## src/rtl/adc_conv_sequencer_if.sv

```systemverilog
// adc_conv_sequencer_if: control, ADC core, result FIFO and status signals of the conversion sequencer
interface adc_conv_sequencer_if #(parameter int FIFO_DEPTH = 4);
  localparam int LW = $clog2(FIFO_DEPTH) + 1;
  logic start_single_in;
  logic start_cont_in;
  logic stop_in;
  logic [7:0] num_samples_in;
  logic core_rst_n_out;
  logic core_conv_finished_in;
  logic [9:0] core_result_in;
  logic rd_en_in;
  logic [9:0] rd_data_out;
  logic fifo_empty_out;
  logic fifo_full_out;
  logic [LW-1:0] fifo_level_out;
  logic busy_out;
  logic done_out;
  logic overflow_out;
  logic timeout_out;
  logic clear_flags_in;
  modport master (
    output start_single_in, start_cont_in, stop_in, num_samples_in, core_conv_finished_in,
           core_result_in, rd_en_in, clear_flags_in,
    input  core_rst_n_out, rd_data_out, fifo_empty_out, fifo_full_out, fifo_level_out,
           busy_out, done_out, overflow_out, timeout_out
  );
  modport slave (
    input  start_single_in, start_cont_in, stop_in, num_samples_in, core_conv_finished_in,
           core_result_in, rd_en_in, clear_flags_in,
    output core_rst_n_out, rd_data_out, fifo_empty_out, fifo_full_out, fifo_level_out,
           busy_out, done_out, overflow_out, timeout_out
  );
endinterface

```

## src/rtl/adc_conv_sequencer.sv

```systemverilog
// adc_conv_sequencer: sequences single/burst ADC conversions and buffers results in a FWFT FIFO
module adc_conv_sequencer #(
  parameter int FIFO_DEPTH     = 4,
  parameter int ARM_CYCLES     = 2,
  parameter int TIMEOUT_CYCLES = 4095
) (
  input logic clk,
  input logic rst,
  adc_conv_sequencer_if.slave bus
);
  localparam int AW  = $clog2(FIFO_DEPTH);
  localparam int ARW = $clog2(ARM_CYCLES + 1);
  localparam int TW  = $clog2(TIMEOUT_CYCLES + 1);
  typedef enum logic [1:0] {IDLE, ARM, CONVERT, FINISH} state_t;
  state_t state_q, state_d;
  logic single_q, single_d, stop_q, stop_d;
  logic [7:0] num_q, num_d, cnt_q, cnt_d, cnt_inc;
  logic [ARW-1:0] arm_q, arm_d;
  logic [TW-1:0] tmo_q, tmo_d;
  logic [2:0] sync_q, sync_d;
  logic [AW:0] wr_q, wr_d, rd_q, rd_d, level;
  logic [9:0] mem_q [FIFO_DEPTH];
  logic [9:0] mem_d [FIFO_DEPTH];
  logic ovf_q, ovf_d, tflag_q, tflag_d;
  logic evt, push, pop, full, empty, wr_ok, last, tmo_set;
  // sync_q[1] is the synchronized level, sync_q[2] its previous value for edge detection
  assign sync_d  = {sync_q[1:0], bus.core_conv_finished_in};
  assign evt     = sync_q[1] & ~sync_q[2];
  assign push    = evt && state_q == CONVERT;
  assign level   = wr_q - rd_q;
  assign full    = level == (AW+1)'(FIFO_DEPTH);
  assign empty   = level == '0;
  assign pop     = bus.rd_en_in & ~empty;
  assign wr_ok   = push & (~full | pop);
  assign cnt_inc = cnt_q + 8'd1;
  assign last    = single_q | (num_q != 8'd0 && cnt_inc == num_q) | stop_q | bus.stop_in;
  always_comb begin
    state_d  = state_q;
    single_d = single_q;
    stop_d   = stop_q;
    num_d    = num_q;
    cnt_d    = cnt_q;
    arm_d    = arm_q;
    tmo_d    = tmo_q;
    tmo_set  = 1'b0;
    case (state_q)
      IDLE: if (bus.start_single_in | bus.start_cont_in) begin
        state_d  = ARM;
        single_d = bus.start_single_in;
        num_d    = bus.num_samples_in;
        cnt_d    = '0;
        arm_d    = '0;
      end
      ARM: begin
        stop_d = stop_q | bus.stop_in;
        arm_d  = arm_q + 1'b1;
        if (arm_q == ARW'(ARM_CYCLES - 1)) begin
          state_d = CONVERT;
          tmo_d   = '0;
        end
      end
      CONVERT: begin
        stop_d = stop_q | bus.stop_in;
        if (evt) begin
          cnt_d   = cnt_inc;
          tmo_d   = '0;
          state_d = last ? FINISH : CONVERT;
        end else if (tmo_q == TW'(TIMEOUT_CYCLES - 1)) begin
          tmo_set = 1'b1;
          state_d = FINISH;
        end else begin
          tmo_d = tmo_q + 1'b1;
        end
      end
      FINISH: begin
        stop_d  = 1'b0;
        state_d = IDLE;
      end
      default: state_d = IDLE;
    endcase
  end
  always_comb begin
    mem_d = mem_q;
    if (wr_ok) mem_d[wr_q[AW-1:0]] = bus.core_result_in;
    wr_d    = wr_ok ? wr_q + 1'b1 : wr_q;
    rd_d    = pop ? rd_q + 1'b1 : rd_q;
    ovf_d   = (push & full & ~pop) | (ovf_q & ~bus.clear_flags_in);
    tflag_d = tmo_set | (tflag_q & ~bus.clear_flags_in);
  end
  always_ff @(posedge clk or posedge rst) begin
    if (rst) begin
      state_q  <= IDLE;
      single_q <= 1'b0;
      stop_q   <= 1'b0;
      num_q    <= '0;
      cnt_q    <= '0;
      arm_q    <= '0;
      tmo_q    <= '0;
      sync_q   <= '0;
      wr_q     <= '0;
      rd_q     <= '0;
      mem_q    <= '{default: '0};
      ovf_q    <= 1'b0;
      tflag_q  <= 1'b0;
    end else begin
      state_q  <= state_d;
      single_q <= single_d;
      stop_q   <= stop_d;
      num_q    <= num_d;
      cnt_q    <= cnt_d;
      arm_q    <= arm_d;
      tmo_q    <= tmo_d;
      sync_q   <= sync_d;
      wr_q     <= wr_d;
      rd_q     <= rd_d;
      mem_q    <= mem_d;
      ovf_q    <= ovf_d;
      tflag_q  <= tflag_d;
    end
  end
  assign bus.rd_data_out    = mem_q[rd_q[AW-1:0]];
  assign bus.fifo_level_out = level;
  assign bus.fifo_empty_out = empty;
  assign bus.fifo_full_out  = full;
  assign bus.busy_out       = state_q != IDLE;
  assign bus.done_out       = state_q == FINISH;
  assign bus.core_rst_n_out = state_q == ARM || state_q == CONVERT;
  assign bus.overflow_out   = ovf_q;
  assign bus.timeout_out    = tflag_q;
endmodule

```

## src/flat_wrapper.sv

```systemverilog
// flat-port wrapper written by rule: the top's interface ports become plain ports
module adc_conv_sequencer_flat 
#(
  parameter int FIFO_DEPTH     = 4,
  parameter int ARM_CYCLES     = 2,
  parameter int TIMEOUT_CYCLES = 4095
)
  (clk, rst, bus_start_single_in, bus_start_cont_in, bus_stop_in, bus_num_samples_in, bus_core_conv_finished_in, bus_core_result_in, bus_rd_en_in, bus_clear_flags_in, bus_core_rst_n_out, bus_rd_data_out, bus_fifo_empty_out, bus_fifo_full_out, bus_fifo_level_out, bus_busy_out, bus_done_out, bus_overflow_out, bus_timeout_out);
  adc_conv_sequencer_if #(.FIFO_DEPTH(FIFO_DEPTH)) bus_i ();
  input logic clk;
  input logic rst;
  input wire logic [$bits(bus_i.start_single_in)-1:0] bus_start_single_in;
  input wire logic [$bits(bus_i.start_cont_in)-1:0] bus_start_cont_in;
  input wire logic [$bits(bus_i.stop_in)-1:0] bus_stop_in;
  input wire logic [$bits(bus_i.num_samples_in)-1:0] bus_num_samples_in;
  input wire logic [$bits(bus_i.core_conv_finished_in)-1:0] bus_core_conv_finished_in;
  input wire logic [$bits(bus_i.core_result_in)-1:0] bus_core_result_in;
  input wire logic [$bits(bus_i.rd_en_in)-1:0] bus_rd_en_in;
  input wire logic [$bits(bus_i.clear_flags_in)-1:0] bus_clear_flags_in;
  output wire logic [$bits(bus_i.core_rst_n_out)-1:0] bus_core_rst_n_out;
  output wire logic [$bits(bus_i.rd_data_out)-1:0] bus_rd_data_out;
  output wire logic [$bits(bus_i.fifo_empty_out)-1:0] bus_fifo_empty_out;
  output wire logic [$bits(bus_i.fifo_full_out)-1:0] bus_fifo_full_out;
  output wire logic [$bits(bus_i.fifo_level_out)-1:0] bus_fifo_level_out;
  output wire logic [$bits(bus_i.busy_out)-1:0] bus_busy_out;
  output wire logic [$bits(bus_i.done_out)-1:0] bus_done_out;
  output wire logic [$bits(bus_i.overflow_out)-1:0] bus_overflow_out;
  output wire logic [$bits(bus_i.timeout_out)-1:0] bus_timeout_out;
  assign bus_i.start_single_in = bus_start_single_in;
  assign bus_i.start_cont_in = bus_start_cont_in;
  assign bus_i.stop_in = bus_stop_in;
  assign bus_i.num_samples_in = bus_num_samples_in;
  assign bus_i.core_conv_finished_in = bus_core_conv_finished_in;
  assign bus_i.core_result_in = bus_core_result_in;
  assign bus_i.rd_en_in = bus_rd_en_in;
  assign bus_i.clear_flags_in = bus_clear_flags_in;
  assign bus_core_rst_n_out = bus_i.core_rst_n_out;
  assign bus_rd_data_out = bus_i.rd_data_out;
  assign bus_fifo_empty_out = bus_i.fifo_empty_out;
  assign bus_fifo_full_out = bus_i.fifo_full_out;
  assign bus_fifo_level_out = bus_i.fifo_level_out;
  assign bus_busy_out = bus_i.busy_out;
  assign bus_done_out = bus_i.done_out;
  assign bus_overflow_out = bus_i.overflow_out;
  assign bus_timeout_out = bus_i.timeout_out;
  adc_conv_sequencer #(.FIFO_DEPTH(FIFO_DEPTH), .ARM_CYCLES(ARM_CYCLES), .TIMEOUT_CYCLES(TIMEOUT_CYCLES)) u_core (.clk(clk), .rst(rst), .bus(bus_i));
endmodule
```

## config.mk

```make
export PLATFORM = sky130hd
export DESIGN_NAME = adc_conv_sequencer_flat
export DESIGN_NICKNAME = d
export VERILOG_FILES = /design/src/rtl/adc_conv_sequencer_if.sv /design/src/rtl/adc_conv_sequencer.sv /design/src/flat_wrapper.sv
export SDC_FILE = /design/constraint.sdc
export NUM_CORES = 1
export LEC_CHECK = 0
export ABC_CLOCK_PERIOD_IN_PS = 4040
export CAP_MARGIN = 20
export CORE_ASPECT_RATIO = 1.1
export CORE_MARGIN = 8
export CORE_UTILIZATION = 35
export DETAILED_ROUTE_END_ITERATION = 10
export SKIP_LAST_GASP = 1
export SYNTH_ARGS = -nofsm -noshare
export SYNTH_HDL_FRONTEND = slang
export SYNTH_SLANG_ARGS = --single-unit
```

## constraint.sdc

```tcl
create_clock -name clk -period 4.04 [get_ports clk]
set_input_delay 1.212 -clock clk [delete_from_list [all_inputs] [get_ports clk]]
set_output_delay 1.212 -clock clk [all_outputs]
set_load 0.03 [all_outputs]
```

==> results.cfg <==
[pwr]
comb_power_share = 0.481
max-vdd-ir-drop_uv = 478.9
intPower_mw = 2.570
p_leak_nw = 2.323
p_sw_mw = 1.599
power.total_mw = 4.169
power_density_mw_per_mm2 = 790.9
switching_share = 0.3835
p_clk_frac = 0.199
p_seq_frac = 0.319

[synthesis]
postSynthAreaPerCell_sq_um = 12.32
seq_area_frac_synth = 0.4906
synthCells = 352
synthMostInstantiatedCell = dfrtp_1
synth_cell_types = 45
async_flop_share = 1.000
synthTopCellsByCount = dfrtp_1, mux2_2, nand2_1, o21ai_0, inv_1
synth_edf_count = 0
synthFlopType = dfrtp_1
synth-seq-cells = 85
synth_warnings = 0
synth_top_area_frac = 0.4906
synth_area_leader_cell = dfrtp_1
synth_area_leaders = dfrtp_1, mux2_2, mux4_2
syn_nets = 394
syn_area_sq_mm = 0.004335

[detailed_routing]
dr.pass1.iters = 4
num_vias = 2880
via_per_inst = 5.134
drtIter0Drc = 154
wirelength_um = 8714
wl_per_cell_um = 15.53
antenna_left = 0
drc = 0

[placement]
place_hpwl_um = 6044
gp_congestion = 0.8031
place_area_sq_mm = 0.004971
portBuffers = 45

[sta]
finalHoldViolations = 0
setup_viol = 0
min_period_ps = 3835
slew_violations = 0
rsz0062_at_grt = false
finClkSkew_ps = 7.475
maxSlewHeadroom = 0.2668
finalCritPeriodShare = 0.9493
fmax_mhz = 260.8
worstMarginPinSlew_ps = 1093
hold_slack_ps = 348.9
setup-tns-final_ps = 0

[clock_tree]
cts_tree = done
path_clk_slew_ps = 70
cts_buffer_depth = 2
clock_latency_ps = 340
cts.htree.levels = 3
cts-root-buf = clkbuf_16
holdBufCountCts = 0
cts_buffers = 9
ctsResizeCount = 1
cts.sink_count = 85
post_cts_buffers = 0

[critical_path]
cp_slowest_stage_delay_ps = 730
reg2reg_depth = 8
cp_max_fo = 5
r2r_start = u_core.wr_q[0]
crit_type = register to primary output
path_cells = inv_1 > ha_1 > fa_1 > xnor2_2 > xnor2_2 > clkdlybuf4s50_1
slowest_stage = clkdlybuf4s50_1
r2r_slack_ps = 1390
required_ps = 2830
cp-start-kind = register
crit_path_end_kind = primary output
rr_endpoint = u_core.mem_q[5]
cpMostUsedCell = xnor2_2
critPathArrivalTime_ps = 2620
startpoint = u_core.wr_q[0]

[floorplan]
dieArea_sq_mm = 0.01621
ioPinCount = 46
fp.dieH_um = 132.7
coreArea_sq_mm = 0.01209
start_util = 0.3587
die_x_um = 122.1
std_cell_rows = 42

[global_routing]
grt-ovfl-total = 0
first_global_vias = 3082
grt_first_pass_wirelength_um = 15290
track_usage = 0.1172
antenna_found_initial = 0
grt_max_degree = 86

[worst_hold_path]
whs_endpoint = u_core.sync_q[1]
holdPathStages = 0
hp-class = register to register
min-delay-start = u_core.sync_q[0]

[status]
run_status = completed

[final_layout]
final_util = 0.4361
area_growth_pct = 21.59
layout.nets = 444
n_antenna_cell = 0
drive_gt1_frac = 0.2236
final_area_sq_mm = 0.005271

[job]
maxCapViolations = 0
==> critical path, delay by kind of cell (launching register included) <==
family | cells | cell delay, ps
xor gates and xnor gates | 2 | 430
adders and majority gates | 2 | 610
DFF | 1 | 380
buffers and inverters | 2 | 840
==> metal layers <==
metal	part of all wire	GRT usage	vias to the layer above
li1	-	-	1380
met1	0.45	0.1436	1432
met2	0.48	0.1876	63
met3	0.062	0.04681	5
met4	0.0083	0.02847	0
met5	0	0	-
==> cell families after synthesis <==
family,Yosys count,synth area share
AOI/OAI and AO/OA,61,0.09322
buffers and inverters,30,0.02915
and+or+nand+nor,81,0.1030
DFF,85,0.4906
xor gates and xnor gates,17,0.04127
muxes,62,0.1948
adders and majority gates,16,0.04791
==> cell usage in the layout (no fill, tap or decap), types with 3 or more instances in the layout <==
cell,n
a21oi_1,13
and3_1,3
and4_1,3
buf_4,3
clkbuf_16,9
clkdlybuf4s50_1,44
clkinv_2,4
dfrtp_1,85
ha_1,15
inv_1,19
mux2_2,43
mux2_4,9
mux4_2,10
nand2_1,21
nand2_4,4
nand2b_1,3
nand3_1,9
nand4_1,3
nor2_1,13
nor2b_1,5
o21ai_0,21
o31ai_1,9
or3_1,4
or4_1,6
xnor2_1,9
xor2_1,5
==> flip-flops by register name (all words and copies together) (netlist names) <==
name	flops
u_core.arm_q	2
u_core.bus.overflow_out	1
u_core.bus.timeout_out	1
u_core.cnt_q	8
u_core.mem_q	40
u_core.num_q	8
u_core.rd_q	3
u_core.single_q	1
u_core.state_q	2
u_core.stop_q	1
u_core.sync_q	3
u_core.tmo_q	12
u_core.wr_q	3
==> power groups by stage <==
stage	Clock [mW]	Combinational, mW	Sequential [mW]
after CTS	0.865	2.04	1.33
final	0.830	2.01	1.33
after floorplan	0	1.46	1.30
after detailed placement	0	2.05	1.35
after global placement	0	2.01	1.33
after global routing	0.905	2.19	1.38
==> through the flow <==
stage	worst slack, ps	cells
after floorplan	603.4	352
after global placement	439.1	545
after detailed placement	374.6	545
after CTS	164.5	561
after global routing	41.80	561
final	205.0	561
==> worst max-delay path by stage <==
stage | end | slack [ps]
5_1_grt | bus_fifo_level_out[2] | 40
3_5_place_dp | bus_fifo_full_out | 370
4_1_cts | bus_fifo_level_out[2] | 160
3_3_place_gp | bus_fifo_full_out | 440
2_1_floorplan | bus_fifo_full_out | 600
6_report | bus_fifo_level_out[2] | 210
==> layout make-up <==
cell class / count / area, sq um
multi-input combinational: 237 / 2082
fill: 1126 / 6815
clock buffer: 10 / 239.0
sequential: 85 / 2127
timing repair buffer: 49 / 491.7
tap: 154 / 192.7
clock inverter: 6 / 62.56
inverter: 20 / 76.32
Note: power is estimated with default switching activity, not from simulation.
==> edit 1: new RTL, same settings <==
Re-encode `state_t` (4 states) as one-hot, 4 bits wide.
--- a/src/rtl/adc_conv_sequencer.sv
+++ b/src/rtl/adc_conv_sequencer.sv
@@ -11,7 +11,7 @@
   localparam int AW  = $clog2(FIFO_DEPTH);
   localparam int ARW = $clog2(ARM_CYCLES + 1);
   localparam int TW  = $clog2(TIMEOUT_CYCLES + 1);
-  typedef enum logic [1:0] {IDLE, ARM, CONVERT, FINISH} state_t;
+  typedef enum logic [3:0] {IDLE = 4'b0001, ARM = 4'b0010, CONVERT = 4'b0100, FINISH = 4'b1000} state_t;
   state_t state_q, state_d;
   logic single_q, single_d, stop_q, stop_d;
   logic [7:0] num_q, num_d, cnt_q, cnt_d, cnt_inc;
Behaviour: no difference found for any inputs over 10 cycles, from zero or initial values and one cycle with rst high; not proved beyond that.
==> edit 1 against the unedited design <==
- synthesized cell count up 3.4%
- design area down 1.6%
- sequential cell count up 2
- first-iteration DRC count up 16%
- sequential share of layout area up 1.6 points
- register-to-register slack worse by 0.22 ns
- count of clock-buffer cells in the layout down 1
- area after synthesis down 2.1%
- wire length up 3.3%
- setup slack better by 0.042 ns
Power is not compared: it rests on default switching activity, and its combinational part moved more than twofold at a synthesized area within 25%.
==> edit 1: results (changes against the unedited design) <==
cts-resized-gates: 0  # -1
grt_max_degree: 47  # -45%
drt-initial-drc-count: 178  # +16%
synth_cell_types: 52  # +16%
finalCritPeriodShare: 0.939  # -0.0104
slowest_delay_ns: 0.69  # -0.04 ns
ir_worst_vdd_mv: 0.412
synth-compound-area-share: 0.0943  # +0.00112
n_antenna_cell: 0  # unchanged
clockBufferDepth: 2  # unchanged
drive_gt1_frac: 0.192  # -0.0317
dp_hpwl_microns: 6360  # +5.2%
outcome: "complete, no violations"
drt-total-wl_microns: 9010  # +3.3%
track_usage: 0.122  # +0.00451
synth_commonest_cells: "dfrtp_1, nand2_1, mux2_2"
synth_mux_area_frac: 0.162  # -0.0330
period_minus_slack_ns: 3.79  # -0.0422 ns
synth_xor_xnor_area_share: 0.0407  # -0.000586
synthTopCellsByArea: "dfrtp_1, mux2_2, mux4_2"
worst_slew_pin_slew_ns: 0.826  # -0.267 ns
grt_pass1_vias: 3239  # +5.1%
skew_ns: 0.0117  # +0.00418 ns
nNetsFinal: 449  # +1.1%
synth_fa_ha_area_frac: 0.0342  # -0.0137
worstPathArrival_ns: 2.58  # -0.04 ns
synth_fp_nets: 401  # +1.8%
grt_pass1_wl_microns: 15700  # +2.8%
vias: 2993  # +3.9%
[edit 1: per-layer routing]
layer / wire, microns / global-route usage / vias up
li1: - / - / 1428
met5: 0 / 0 / -
met4: 110 / 0.0473 / 0
met2: 4330 / 0.199 / 62
met1: 4130 / 0.150 / 1495
met3: 440 / 0.0313 / 8
[edit 1: path summary, 6_finish.rpt]
check	slack [ns]	depth (start not counted)	to	from
max	0.25	6	bus_fifo_full_out	u_core.wr_q[0]
min	0.36	0	u_core.sync_q[1]	u_core.sync_q[0]
max reg2reg	1.17	8	u_core.mem_q[6]	u_core.wr_q[0]
min reg2reg	0.36	0	u_core.sync_q[1]	u_core.sync_q[0]
max in group asynchronous	2.01	3	u_core.mem_q[17]	rst
min in group asynchronous	1.34	2	u_core.cnt_q[2]	rst
[edit 1: final cells by class]
| cell class | count | area, sq um |
|---|---|---|
| Fill cell | 1125 | 6740 |
| Sequential cell | 87 | 2180 |
| Multi-Input combinational cell | 249 | 1960 |
| Timing Repair Buffer | 50 | 500 |
| Clock buffer | 9 | 225 |
| Tap cell | 154 | 193 |
| Clock inverter | 7 | 77.6 |
| Inverter | 15 | 57.6 |
[edit 1: logic make-up after synthesis]
logic type / count (synthesis)
xor+xnor: 18
buf+inv: 28
mux: 51
fa+ha+maj: 11
simple gates: 108
compound gates: 61
flops: 87
[edit 1: worst reg2reg max path, delay by kind of cell (launching register included)]
family,cells,cell delay (ns)
xor+xnor,1,0.33
fa+ha+maj,2,0.57
buf+inv,1,0.10
flops,1,0.38
mux,1,0.41
simple gates,3,0.97
[edit 1: metrics by stage]
stage          instance area (sq um)  utilization  hold slack, ns  setup slack, ns  cells
2_1_floorplan                   4240            -           0.331            0.579    364
3_3_place_gp                    4890        0.410           0.335            0.668    555
5_1_grt                         5190        0.435           0.367           0.0546    571
4_1_cts                         5190        0.435           0.367            0.212    571
3_5_place_dp                    4890        0.410           0.350            0.594    555
6_report                        5190        0.435           0.360            0.247    571
[edit 1: power by group]
part,internal [mW],switching [mW]
clock,0.487,0.357
combinational,0.429,0.532
sequential,1.00,0.111
total,1.92,1.00
==> edit 2: new RTL, config.mk and constraints unchanged <==
Without the edit above. `ARM_CYCLES` is set to 2 in 2 places; all go to 4.
--- a/src/rtl/adc_conv_sequencer.sv
+++ b/src/rtl/adc_conv_sequencer.sv
@@ -1,7 +1,7 @@
 // adc_conv_sequencer: sequences single/burst ADC conversions and buffers results in a FWFT FIFO
 module adc_conv_sequencer #(
   parameter int FIFO_DEPTH     = 4,
-  parameter int ARM_CYCLES     = 2,
+  parameter int ARM_CYCLES     = 4,
   parameter int TIMEOUT_CYCLES = 4095
 ) (
   input logic clk,
--- a/src/flat_wrapper.sv
+++ b/src/flat_wrapper.sv
@@ -2,7 +2,7 @@
 module adc_conv_sequencer_flat 
 #(
   parameter int FIFO_DEPTH     = 4,
-  parameter int ARM_CYCLES     = 2,
+  parameter int ARM_CYCLES     = 4,
   parameter int TIMEOUT_CYCLES = 4095
 )
   (clk, rst, bus_start_single_in, bus_start_cont_in, bus_stop_in, bus_num_samples_in, bus_core_conv_finished_in, bus_core_result_in, bus_rd_en_in, bus_clear_flags_in, bus_core_rst_n_out, bus_rd_data_out, bus_fifo_empty_out, bus_fifo_full_out, bus_fifo_level_out, bus_busy_out, bus_done_out, bus_overflow_out, bus_timeout_out);
Formal check against the unedited RTL: not equivalent (a bounded check fails within 10 cycles, from zero or initial values and one cycle with rst high).
==> edit 2 against the unedited design <==
- design area down 1.4%
- setup slack better by 0.0032 ns
- wire length unchanged
- area after synthesis down 2.0%
- sequential cell count up 1
- global-route usage shrank 0.23 points
- worst hold slack better by 0.0031 ns
- via count is 3.4% lower
- power down 2.2%
- die area decreased by 1.7%
- critical endpoint is now bus_fifo_full_out
- largest cell class unchanged
==> edit 2: results (changes against the unedited design) <==
outcome: "complete, no violations"
grt_overflow: 0  # unchanged
drive_gt1_frac: 0.219  # -0.00461
post_cts_buffers: 0  # unchanged
synthTopCellsByArea: "dfrtp_1, mux2_2, mux4_2"
htreeDepth: 3  # unchanged
synth_commonest_cells: "dfrtp_1, mux2_2, nand2_1"
power_leakage_nw: 2.26  # -2.8%
drt-initial-drc-count: 90  # -42%
worstPathArrival_ns: 2.62  # about the same
wl_per_cell_microns: 15.4  # -0.71%
n_antenna_cell: 0  # unchanged
cts_inserted_buffers: 9  # unchanged
hold_start: "u_core.sync_q[0]"
reg_top3: "u_core.mem_q x40, u_core.tmo_q x12"
min_path_type: "flip-flop to flip-flop"
clockRootBuffer: "clkbuf_16"
nNetsFinal: 450  # +1.4%
dp_hpwl_microns: 6190  # +2.5%
synth_cell_types: 43  # -4.4%
clockBufferDepth: 2  # unchanged
path_class: "flip-flop to output pin"
critPathMaxFanout: 5  # unchanged
largest_reg_flops: 40  # unchanged
synth_fp_nets: 398  # +1.0%
async_flop_share: 1.00  # unchanged
clkTransAtPathRegs_ns: 0.06
vias: 2783  # -3.4%
antenna_found_initial: 0  # unchanged
grt_pass1_wl_microns: 14800  # -3.3%
relSlewSlack: 0.439  # +0.172
skew_ns: 0.00769  # +0.000214 ns
port_buffers: 45  # unchanged
synth_ff_type: "dfrtp_1"
place_congestion: 0.774  # -3.6%
first_pass_iters: 4  # unchanged
yosysWarningCount: 0  # unchanged
switching_power_mw: 1.54  # -4.0%
track_usage: 0.115  # -0.00233
dpl-instance-area_sq_mm: 0.00490  # -1.4%
grt_max_degree: 49  # -43%
grt_pass1_vias: 2960  # -4.0%
worstReg2RegStart: "u_core.wr_q[0]"
clkLatencyLatePin_ns: 0.33
ir_worst_vdd_mv: 0.389  # -19%
ys_seq_area_frac: 0.506  # +0.0157
-- edit 2: cell count changes in the layout (fill, tap and decap cells not counted), sizes merged, moves of 4 or more --
cell,before,now
inv,19,15
or4,6,0
o31ai,9,4
nand2,25,31
xnor2,11,16
nor2,13,17
-- edit 2: final timing paths --
kind	end	slack [ns]	cells after the start
setup / recovery	bus_fifo_full_out	0.21	7
max in group asynchronous	u_core.tmo_q[9]	2.02	3
hold reg to reg	u_core.sync_q[1]	0.35	0
min in group asynchronous	u_core.mem_q[12]	1.35	2
hold / removal	u_core.sync_q[1]	0.35	0
setup reg to reg	u_core.mem_q[0]	1.29	9
-- edit 2: power groups by stage --
stage	Sequential [mW]	Clock (mW)	Combinational, mW
finish	1.34	0.806	1.93
global route	1.38	0.870	2.10
CTS	1.34	0.826	1.95
detailed placement	1.36	0	1.94
global placement	1.34	0	1.91
floorplan	1.31	0	1.35
-- edit 2: routing by layer --
layer  track usage  vias to the layer above  share of wire
met2         0.188                       31           0.50
met5             0                        -              0
li1              -                     1361              -
met4        0.0382                        0         0.0085
met1         0.139                     1386           0.45
met3        0.0364                        5          0.042
-- edit 2: cells by family after synthesis --
family                     after synthesis  synth area share
DFF                                     86             0.506
buffers and inverters                   25            0.0247
AOI/OAI and AO/OA                       52            0.0718
xor gates and xnor gates                24            0.0495
and+or+nand+nor                         90             0.108
adders and majority gates               17            0.0518
muxes                                   61             0.188
-- edit 2: per-stage QoR --
stage                     power, mW  hold WS, ns   util  worst slack [ns]  cells
after CTS                      4.12        0.351  0.435             0.129    565
after detailed placement       3.29        0.338  0.411             0.501    550
after floorplan                2.65        0.331      -             0.494    355
after global placement         3.25        0.337  0.411             0.539    550
after global routing           4.35        0.363  0.436            0.0361    565
final                          4.08        0.352  0.436             0.208    565
-- edit 2: area by class of cell --
class                   count  area [sq um]
fillers                  1094          6730
flip-flops and latches     86          2150
multi-input cells         244          2000
repair buffers             50           500
clock buffers               9           225
well taps                 154           193
clock inverters             6          63.8
inverters                  16          61.3
-- edit 2: what timing repair did --
item / CTS / global route
hold endpoints to repair: 0 / 0
setup endpoints to repair: 0 / 1
resized for setup: 0 / 1
-- edit 2: critical path, stage by stage (launching register included) --
cell and delay [ns]:
dfrtp_1 0.37, inv_1 0.11, ha_1 0.21, fa_1 0.38, xnor2_1 0.23, xnor2_2 0.17
nor2b_1 0.16, clkdlybuf4s50_1 0.67
